==> src/rtl/multimem_write_arbiter.sv <==
// Round-robin write arbiter for two requesters in front of a multimem write port,
// with a whole-memory fill sweep that takes priority over both requesters.
module multimem_write_arbiter #(
  parameter int ADDR_WIDTH = 12,
  parameter int DATA_WIDTH = 8
) (
  input  logic                  clk,
  input  logic                  reset,
  input  logic                  req0_valid,
  input  logic [ADDR_WIDTH-1:0] req0_addr,
  input  logic [DATA_WIDTH-1:0] req0_data,
  output logic                  req0_ready,
  input  logic                  req1_valid,
  input  logic [ADDR_WIDTH-1:0] req1_addr,
  input  logic [DATA_WIDTH-1:0] req1_data,
  output logic                  req1_ready,
  input  logic                  fill_start,
  input  logic [DATA_WIDTH-1:0] fill_value,
  output logic                  fill_busy,
  output logic                  fill_done,
  output logic [ADDR_WIDTH-1:0] ram_address,
  output logic [DATA_WIDTH-1:0] ram_data_in,
  output logic                  ram_clk_enable,
  output logic                  ram_wr
);

  typedef enum logic {SERVE = 1'b0, FILL = 1'b1} state_t;

  localparam logic [ADDR_WIDTH-1:0] ADDR_ONE = ADDR_WIDTH'(1);

  state_t                state_q, state_d;
  logic                  last_q, last_d;      // 1: requester 1 was granted most recently
  logic [ADDR_WIDTH-1:0] cnt_q, cnt_d;        // fill address currently on the port
  logic [DATA_WIDTH-1:0] fill_val_q, fill_val_d;
  logic [ADDR_WIDTH-1:0] addr_q, addr_d;
  logic [DATA_WIDTH-1:0] data_q, data_d;
  logic                  wr_q, wr_d;
  logic                  done_q, done_d;
  logic                  grant0, grant1;

  always_comb begin
    state_d    = state_q;
    last_d     = last_q;
    cnt_d      = cnt_q;
    fill_val_d = fill_val_q;
    addr_d     = addr_q;
    data_d     = data_q;
    wr_d       = 1'b0;
    done_d     = 1'b0;
    grant0     = 1'b0;
    grant1     = 1'b0;

    case (state_q)
      SERVE: begin
        if (fill_start) begin
          // First fill write (address 0) is presented on the first FILL cycle.
          state_d    = FILL;
          fill_val_d = fill_value;
          cnt_d      = '0;
          addr_d     = '0;
          data_d     = fill_value;
          wr_d       = 1'b1;
        end else begin
          grant0 = req0_valid & (~req1_valid | last_q);
          grant1 = req1_valid & (~req0_valid | ~last_q);
          if (grant0) begin
            addr_d = req0_addr;
            data_d = req0_data;
            wr_d   = 1'b1;
            last_d = 1'b0;
          end else if (grant1) begin
            addr_d = req1_addr;
            data_d = req1_data;
            wr_d   = 1'b1;
            last_d = 1'b1;
          end
        end
      end
      FILL: begin
        if (cnt_q == '1) begin
          state_d = SERVE;
          done_d  = 1'b1;
        end else begin
          cnt_d  = cnt_q + ADDR_ONE;
          addr_d = cnt_q + ADDR_ONE;
          data_d = fill_val_q;
          wr_d   = 1'b1;
        end
      end
      default: state_d = SERVE;
    endcase
  end

  always_ff @(posedge clk or posedge reset) begin
    if (reset) begin
      state_q    <= SERVE;
      last_q     <= 1'b1;
      cnt_q      <= '0;
      fill_val_q <= '0;
      addr_q     <= '0;
      data_q     <= '0;
      wr_q       <= 1'b0;
      done_q     <= 1'b0;
    end else begin
      state_q    <= state_d;
      last_q     <= last_d;
      cnt_q      <= cnt_d;
      fill_val_q <= fill_val_d;
      addr_q     <= addr_d;
      data_q     <= data_d;
      wr_q       <= wr_d;
      done_q     <= done_d;
    end
  end

  assign req0_ready     = grant0;
  assign req1_ready     = grant1;
  assign fill_busy      = (state_q == FILL);
  assign fill_done      = done_q;
  assign ram_address    = addr_q;
  assign ram_data_in    = data_q;
  assign ram_clk_enable = wr_q;
  assign ram_wr         = wr_q;

endmodule

==> config.mk <==
export PLATFORM = sky130hd
export DESIGN_NAME = multimem_write_arbiter
export DESIGN_NICKNAME = d
export VERILOG_FILES = /design/src/rtl/multimem_write_arbiter.sv
export SDC_FILE = /design/constraint.sdc
export NUM_CORES = 1
export LEC_CHECK = 0
export CAP_MARGIN = 25
export CELL_PAD_IN_SITES_DETAIL_PLACEMENT = 0
export CELL_PAD_IN_SITES_GLOBAL_PLACEMENT = 1
export CORE_AREA = 2 2 94 96
export DETAILED_ROUTE_END_ITERATION = 7
export DIE_AREA = 0 0 96 98
export GPL_TIMING_DRIVEN = 0
export HOLD_SLACK_MARGIN = 0.08
export PLACE_DENSITY_LB_ADDON = 0.1
export RECOVER_POWER = 50
export SETUP_SLACK_MARGIN = 0.02
export SLEW_MARGIN = 20
export SYNTH_ARGS = -nofsm -noshare
export SYNTH_HDL_FRONTEND = slang
export SYNTH_SLANG_ARGS = --single-unit
==> constraint.sdc <==
create_clock -name clk -period 1.96 [get_ports clk]
set_input_delay 0.392 -clock clk [delete_from_list [all_inputs] [get_ports clk]]
set_output_delay 0.392 -clock clk [all_outputs]
set_load 0.05 [all_outputs]
==> results by group <==
Run status
  – Status: finished, final reports clean

Route
  – Drt wl/cell: 16.56 um
  – Total routed wirelength: 8.067 mm
  – Initial DRT Pass Iterations: 4
  – Number of remaining DRC errors: 0
  – Top Layer Used: met4
  – Met2 WL: 3.977 mm
  – Antenna-violating nets left: 0
  – Post-DR vias/cell: 5.226
  – Routed via count: 2545
  – Met1 Wirelength: 3.749 mm
  – Met3 wire length: 264 um
  – Iter 0 DRT Violations: 82

Critical path
  – Setup crit end: ram_address[11]
  – Critical Path Fanout Max: 2
  – CP Capture Type: output pin
  – Reg-to-Reg End: ram_data_in[3]$_DFFE_PP0P_
  – CP arrival: 1.52 ns
  – Worst Path Buf+Inv: 1
  – Crit path launch: ram_address[11]$_DFFE_PP0P_
  – CP startpoint kind: register
  – Worst R2R Path Depth: 6
  – WP depth: 1
  – Reg2reg start: cnt_q[7]$_DFFE_PP0P_
  – Worst-path cell chain: clkdlybuf4s50_1
  – WP data required: 1.57 ns
  – Crit Path Class: register to output pin
  – Family with the most delay on the worst path: buffers and inverters
  – Reg2Reg Setup Slack: 0.11 ns
  – Crit path max-delay cell type: clkdlybuf4s50_1
  – Slowest cell delay on critical path: 0.83 ns

Job
  – Max-capacitance violation count: 0

Place
  – # port buffers: 78
  – Placed Area: 0.003502 mm2
  – Placer Congestion: 0.7827
  – DP HPWL: 5.810 mm
  – Dpl cells: 472

Yosys
  – Adder-Cell Fraction of Synth Area: 0.4878%
  – Ys async rst share: 100.0%
  – Synth unique cells: 40
  – Post-synth EDFFs: 0
  – Synth Instances: 285
  – Register area share after synthesis: 42.98%
  – Post-synthesis xor/xnor area fraction: 1.024%
  – Top_reg_cell synth: dfrtp_1
  – Largest family of logic cells by synthesized area: compound AO/OA/AOI/OAI gates
  – Yosys reg bits: 44
  – Synth Area in Compound Gates: 30.63%
  – Cell area after synthesis: 0.002565 mm2
  – Post-synthesis area per instance: 9.000 um2
  – Syn nets: 339
  – Simple-gate share of the synthesized area: 14.98%
  – Proportion of synthesized area in mux cells: 3.512%
  – Ys Warns: 0

Clock tree
  – Clock Sinks: 44
  – # hold bufs at CTS: 0
  – CTS Buffer Depth: 2
  – Clock transition at path regs: 0.09 ns
  – # H-tree levels: 2
  – Worst-Skew Late Latency: 0.30 ns
  – Total CTS buffers: 5
  – CTS tree: done
  – Clock Tree Root: clkbuf_8

STA
  – Fin crit period: 1.916 ns
  – Skew final: 0.006197 ns
  – Worst Tran Pin Value: 0.6595 ns
  – RSZ-0062 raised after global routing: yes
  – Max transition margin: 55.99%
  – Fmax: 0.5221 GHz
  – Pins Over Slew Limit: 0
  – Hold Vio Cnt, Final: 0
  – Period utilization: 97.73%
  – Final Setup Violations: 0
  – Worst hold slack: 0.4853 ns

GRT
  – Largest net degree at the start of global routing: 31
  – All-Layer GR Usage: 17.68%
  – Initial antenna violation count: 0
  – Number of global-route vias before repair: 2509
  – GRT Residual Overflow: 0
  – First-pass GRT wire length: 12.77 mm

Floorplan
  – Row cnt: 34
  – Io pins: 79
  – Core Area: 0.008466 mm2
  – Die width: 96 um
  – Die ar.: 0.009408 mm2
  – DIE HEIGHT: 98 um
  – Initial Util: 30.30%

Finish
  – Layout cells sized above 1: 19.00%
  – Non-filler cells in the finished layout: 487
  – Diode count: 0
  – Post-synthesis to final-layout area growth: 51.32%
  – # nets final: 432
  – Final instance area: 0.003881 mm2

Hold path
  – Hold WC Path Type: register to register
  – Startpoint of the worst hold path: last_q$_DFFE_PP1P_
  – WHS Path Cells: 2

Power and ir drop
  – Clock network power share: 20.8%
  – Combinational power share: 41.8%
  – Leakage power: 1.551 nW
  – Switching Power: 1.301 mW
  – Switching Share: 38.30%
  – Worst vdd ir: 0.3723 mV
  – Sequential power share: 37.4%
  – Pwr/cell area: 875.1 mW/mm2
  – Cell Int Power: 2.096 mW
==> synth_stat cells, types with 2 or more instances <==
library cell / number / share of area [%]
o41ai_1: 3 / 1.0
buf_6: 2 / 0.88
nand3_1: 5 / 0.98
nand2b_1: 4 / 0.98
nand2_1: 14 / 2.0
a22oi_1: 8 / 2.3
buf_2: 5 / 0.98
xnor2_1: 2 / 0.68
a21oi_1: 21 / 4.1
a21boi_0: 21 / 6.1
o31ai_1: 4 / 1.2
and3_1: 22 / 5.4
inv_1: 7 / 1.0
clkbuf_1: 22 / 3.2
mux2_2: 8 / 3.5
o31a_1: 3 / 1.0
o21a_1: 5 / 1.5
nor3_1: 4 / 0.78
a31oi_1: 21 / 5.1
dfrtp_1: 43 / 42
o21ai_0: 35 / 6.8
nand4_1: 3 / 0.73
nor2_1: 4 / 0.59
nor4_1: 3 / 0.73
==> metrics by stage <==
| step | total power, mW | setup TNS [ns] | util [%] | setup WS [ns] |
|---|---|---|---|---|
| 2_1_floorplan | 2.119 | 0 | - | 0.04583 |
| 3_3_place_gp | 2.587 | -30.59 | 41.13 | -0.8551 |
| 3_5_place_dp | 2.608 | -9.784 | 41.37 | -0.8069 |
| 4_1_cts | 3.386 | 0 | 44.35 | 0.02197 |
| 5_1_grt | 3.600 | 0 | 45.85 | 0.008074 |
| 6_report | 3.396 | 0 | 45.85 | 0.04449 |
==> per-layer routing <==
| layer | vias up | global-route usage, % |
|---|---|---|
| met2 | 44 | 28.58 |
| met5 | - | 0 |
| met1 | 1242 | 24.29 |
| li1 | 1254 | - |
| met3 | 5 | 3.086 |
| met4 | 0 | 4.615 |
==> power groups by stage <==
stage	sequential (mW)	combinational (mW)	clock (mW)
after detailed placement	1.27	1.34	0
final	1.27	1.42	0.708
after global placement	1.27	1.32	0
after global routing	1.30	1.54	0.765
after floorplan	1.59	0.525	0
after CTS	1.27	1.40	0.720
==> repair_timing <==
| action | 4_1_cts | 5_1_grt |
|---|---|---|
| pin swaps | 2 | 3 |
| endpoints found under the setup margin | 37 | 31 |
| setup buffers | 7 | 2 |
| resized for setup | 47 | 32 |
==> state kept, by name, indices dropped and copies added, names as in the netlist <==
name,flops
cnt_q,12
fill_busy,1
ram_data_in,8
last_q,1
ram_clk_enable,1
fill_done,1
ram_address,12
fill_val_q,8
==> kinds of logic (layout without fill, tap and decap cells) <==
kind of cell	count (synthesis)	after routing
compound gates	125	125
simple gates	67	67
flops	44	44
buf+inv	37	131
mux	8	8
xor+xnor	3	3
fa+ha+maj	1	1
==> layout make-up <==
class | count | area (um2)
Sequential cell | 44 | 1104
Clock inverter | 2 | 35.03
Fill cell | 830 | 4584
Tap cell | 108 | 135.1
Buffer | 28 | 182.7
Timing Repair Buffer | 88 | 854.6
Inverter | 7 | 26.28
Multi-Input combinational cell | 204 | 1471
Clock buffer | 6 | 72.57
==> worst min-delay path by stage <==
stage | end | slack (ns)
final | last_q$_DFFE_PP1P_ | 0.49
after floorplan | last_q$_DFFE_PP1P_ | 0.46
after global routing | last_q$_DFFE_PP1P_ | 0.52
after detailed placement | last_q$_DFFE_PP1P_ | 0.47
after CTS | fill_val_q[1]$_DFFE_PP0P_ | 0.39
after global placement | last_q$_DFFE_PP1P_ | 0.47
==> placed cells by master, fill, tap and decap left out, types with 3 or more instances in the layout <==
cell type,synthesis,layout
o41ai_1,3,3
inv_1,7,6
nand3_1,5,5
buf_8,0,3
buf_6,2,3
a21boi_0,21,21
mux2_2,8,8
nand2b_1,4,3
a31oi_4,0,6
clkbuf_8,0,6
buf_2,5,3
a21oi_2,0,6
nand2_1,14,14
nor4_1,3,3
a22oi_1,8,8
nor2_1,4,3
dlygate4sd2_1,0,3
clkdlybuf4s50_1,0,68
dfrtp_1,43,42
o31ai_1,4,3
and3_1,22,20
o31a_1,3,3
nor3_1,4,4
clkbuf_1,22,15
nand4_1,3,3
a21oi_1,21,14
buf_4,1,14
o21ai_0,35,35
o21a_1,5,5
a31oi_1,21,13
clkbuf_2,0,3
Note: power is estimated with default switching activity, not from simulation.
==> variant: new RTL, config.mk and constraints unchanged <==
Make the reset (`reset`) synchronous in one clocked block.
--- a/src/rtl/multimem_write_arbiter.sv
+++ b/src/rtl/multimem_write_arbiter.sv
@@ -92,5 +92,5 @@
   end
 
-  always_ff @(posedge clk or posedge reset) begin
+  always_ff @(posedge clk) begin
     if (reset) begin
       state_q    <= SERVE;
Function: differs if reset is asserted again (counterexample within 4 cycles, from zero or initial values and one cycle with reset high); with reset held inactive, the same outputs for 10 cycles.
==> variant against the original RTL <==
  * Final area decreased by 3.1%
  * Clock skew decreased by 2.4 ps
  * Die area unchanged
  * Sequential cell count unchanged
  * Largest cell class unchanged
  * Worst setup slack improved by 6.6 ps
  * Routed wire length decreased by 0.63%
  * Synthesized area decreased by 0.73%
  * Non-clock buffer count unchanged
  * Critical path depth increased by 3
Power is not compared: it rests on default switching activity, and its combinational part moved more than twofold at a synthesized area within 25%.
==> variant: results (changes against the original RTL) <==
Place
The number of port buffers is 77 (was 78). The final weighted congestion in routability-driven placement came to 0.7820 (was 0.7827). The standard cell area after detailed placement is 3457 sq um (was 3502 sq um).

The half-perimeter wire length after detailed placement was 6025 microns (was 5810 microns). The post-placement worst setup slack is -829.5 ps (was -806.9 ps).

STA
The largest clock skew in the final design was 3.791 ps (was 6.197 ps). The remaining max-slew budget at the tightest pin is 53.98% (was 55.99%).

Drt
The total length of routed met3 wires is 228 microns (was 264 microns). The wire length on met1 is 3670 microns (was 3749 microns). The initial DRC count is 51 (was 82). The total met2 wirelength after detailed routing came to 4068 microns (was 3977 microns).

The routed wire length per instance is 15.90 microns (was 16.56 microns). The via count normalized by instance count is 5.133 (was 5.226).

Logic synthesis
The fraction of registers with async set or reset after synthesis is 0% (was 100.0%). Top area cells in the synthesized netlist: sky130_fd_sc_hd__dfxtp_1, sky130_fd_sc_hd__a311oi_2, sky130_fd_sc_hd__a21oi_1 (was sky130_fd_sc_hd__dfrtp_1, sky130_fd_sc_hd__o21ai_0, sky130_fd_sc_hd__a21boi_0). The main flop type after synthesis is sky130_fd_sc_hd__dfxtp_1 (was sky130_fd_sc_hd__dfrtp_1). The area fraction of the dominant cell type after synthesis is 34.59% (was 41.95%). Commonest cells in the synthesized netlist: sky130_fd_sc_hd__dfxtp_1, sky130_fd_sc_hd__a21oi_1, sky130_fd_sc_hd__nand2_1, sky130_fd_sc_hd__o21ai_0, sky130_fd_sc_hd__clkbuf_1 (was sky130_fd_sc_hd__dfrtp_1, sky130_fd_sc_hd__o21ai_0, sky130_fd_sc_hd__and3_1, sky130_fd_sc_hd__clkbuf_1). The number of distinct library cell variants in the gate-level netlist after synthesis came to 41 (was 40).

The part of the Yosys area used for sequential elements was 34.59% (was 42.98%). The post-synthesis net count is 359 (was 339).

Worst hold path
The source of the worst hold timing path is fill_val_q[4] (was last_q). The depth of the worst hold-timing path came to 2 (unchanged). The endpoint of the worst hold path is fill_val_q[4] (was last_q). The type of the most critical hold path is reg -> reg (unchanged).

Cells and area
The fraction of layout cells with a size suffix above 1 came to 21.72% (was 19.00%). The final-layout fill cell count was 871 (was 830). The net count reported at finish was 450 (was 432).

Global route
The global-route wire length before repair came to 12,850 microns (was 12,770 microns). The via count of the first global-routing pass is 2,552 (was 2,509). The overall fraction of global-route tracks in use is 17.49% (was 17.68%). The maximum number of pins on one net before global-route repair came to 14 (was 31).

Worst setup path
The terminus of the critical flop-to-flop path was ram_data_in[3] (unchanged). The maximum fanout along the worst path was 6 (was 2). The reg-to-reg setup timing slack is 90 ps (was 110 ps). The source of the worst register-to-register timing path is cnt_q[0] (was cnt_q[7]). The cell depth of the worst flop-to-flop path is 7 (was 6).

Run status
Result of the run: finished clean (unchanged).
variant: through the flow:
step                instances  hold WS [ps]  utilization, %
finish                    504         459.2           44.44
global route              504         479.9           44.44
CTS                       498         462.9           43.45
detailed placement        490         450.2           40.84
global placement          490         442.7           40.84
floorplan                 305         436.8               -
variant: worst max-delay path: stages:
cell and delay, ps:
sky130_fd_sc_hd__clkdlybuf4s50_1 500, sky130_fd_sc_hd__nor2_4 200, sky130_fd_sc_hd__and3_1 220, sky130_fd_sc_hd__buf_4 210
variant: power by group through the flow:
stage	registers, mW	clock network [mW]	logic (mW)
2_1_floorplan	1.09	0	0.210
4_1_cts	0.969	0.579	0.570
6_report	0.966	0.560	0.569
3_5_place_dp	0.985	0	0.555
3_3_place_gp	0.985	0	0.555
5_1_grt	0.971	0.620	0.613
variant: repair_timing:
item,in CTS,in global routing
buffers inserted,1,6
pin swaps,0,1
hold buffers,0,0
setup endpoints to repair,35,32
gates resized for setup,56,22
gates cloned,0,0
variant: how the worst max path moves through the flow:
stage | slack [ps] | end | startpoint
6_report | 50 | req1_ready | fill_start
2_1_floorplan | 70 | ram_address[0] | cnt_q[0]
5_1_grt | 20 | ram_address[2] | ram_address[2]
4_1_cts | 4 | cnt_q[3] | cnt_q[4]
3_3_place_gp | -850 | req0_ready | req1_valid
3_5_place_dp | -830 | req0_ready | req1_valid
variant: cell type report:
class | count | share of cell area [%]
inverters | 5 | 0.4988
multi-input cells | 224 | 43.17
flip-flops and latches | 44 | 23.91
repair buffers | 84 | 21.62
well taps | 108 | 3.592
clock buffers | 5 | 1.829
plain buffers | 32 | 5.055
clock inverters | 2 | 0.3326
variant: metal layers:
layer  vias up  track usage (%)
met3         5            2.546
met4         0            2.967
met5         -                0
li1       1321                -
met2        47            30.40
met1      1214            22.95
variant: cells by family after synthesis:
kind of cell | Yosys count | share of synthesized area [%]
fa+ha+maj | 1 | 0.4913
mux | 2 | 0.7863
flops | 44 | 34.59
buf+inv | 37 | 6.536
simple gates | 89 | 18.58
xor+xnor | 3 | 1.032
compound gates | 129 | 37.99
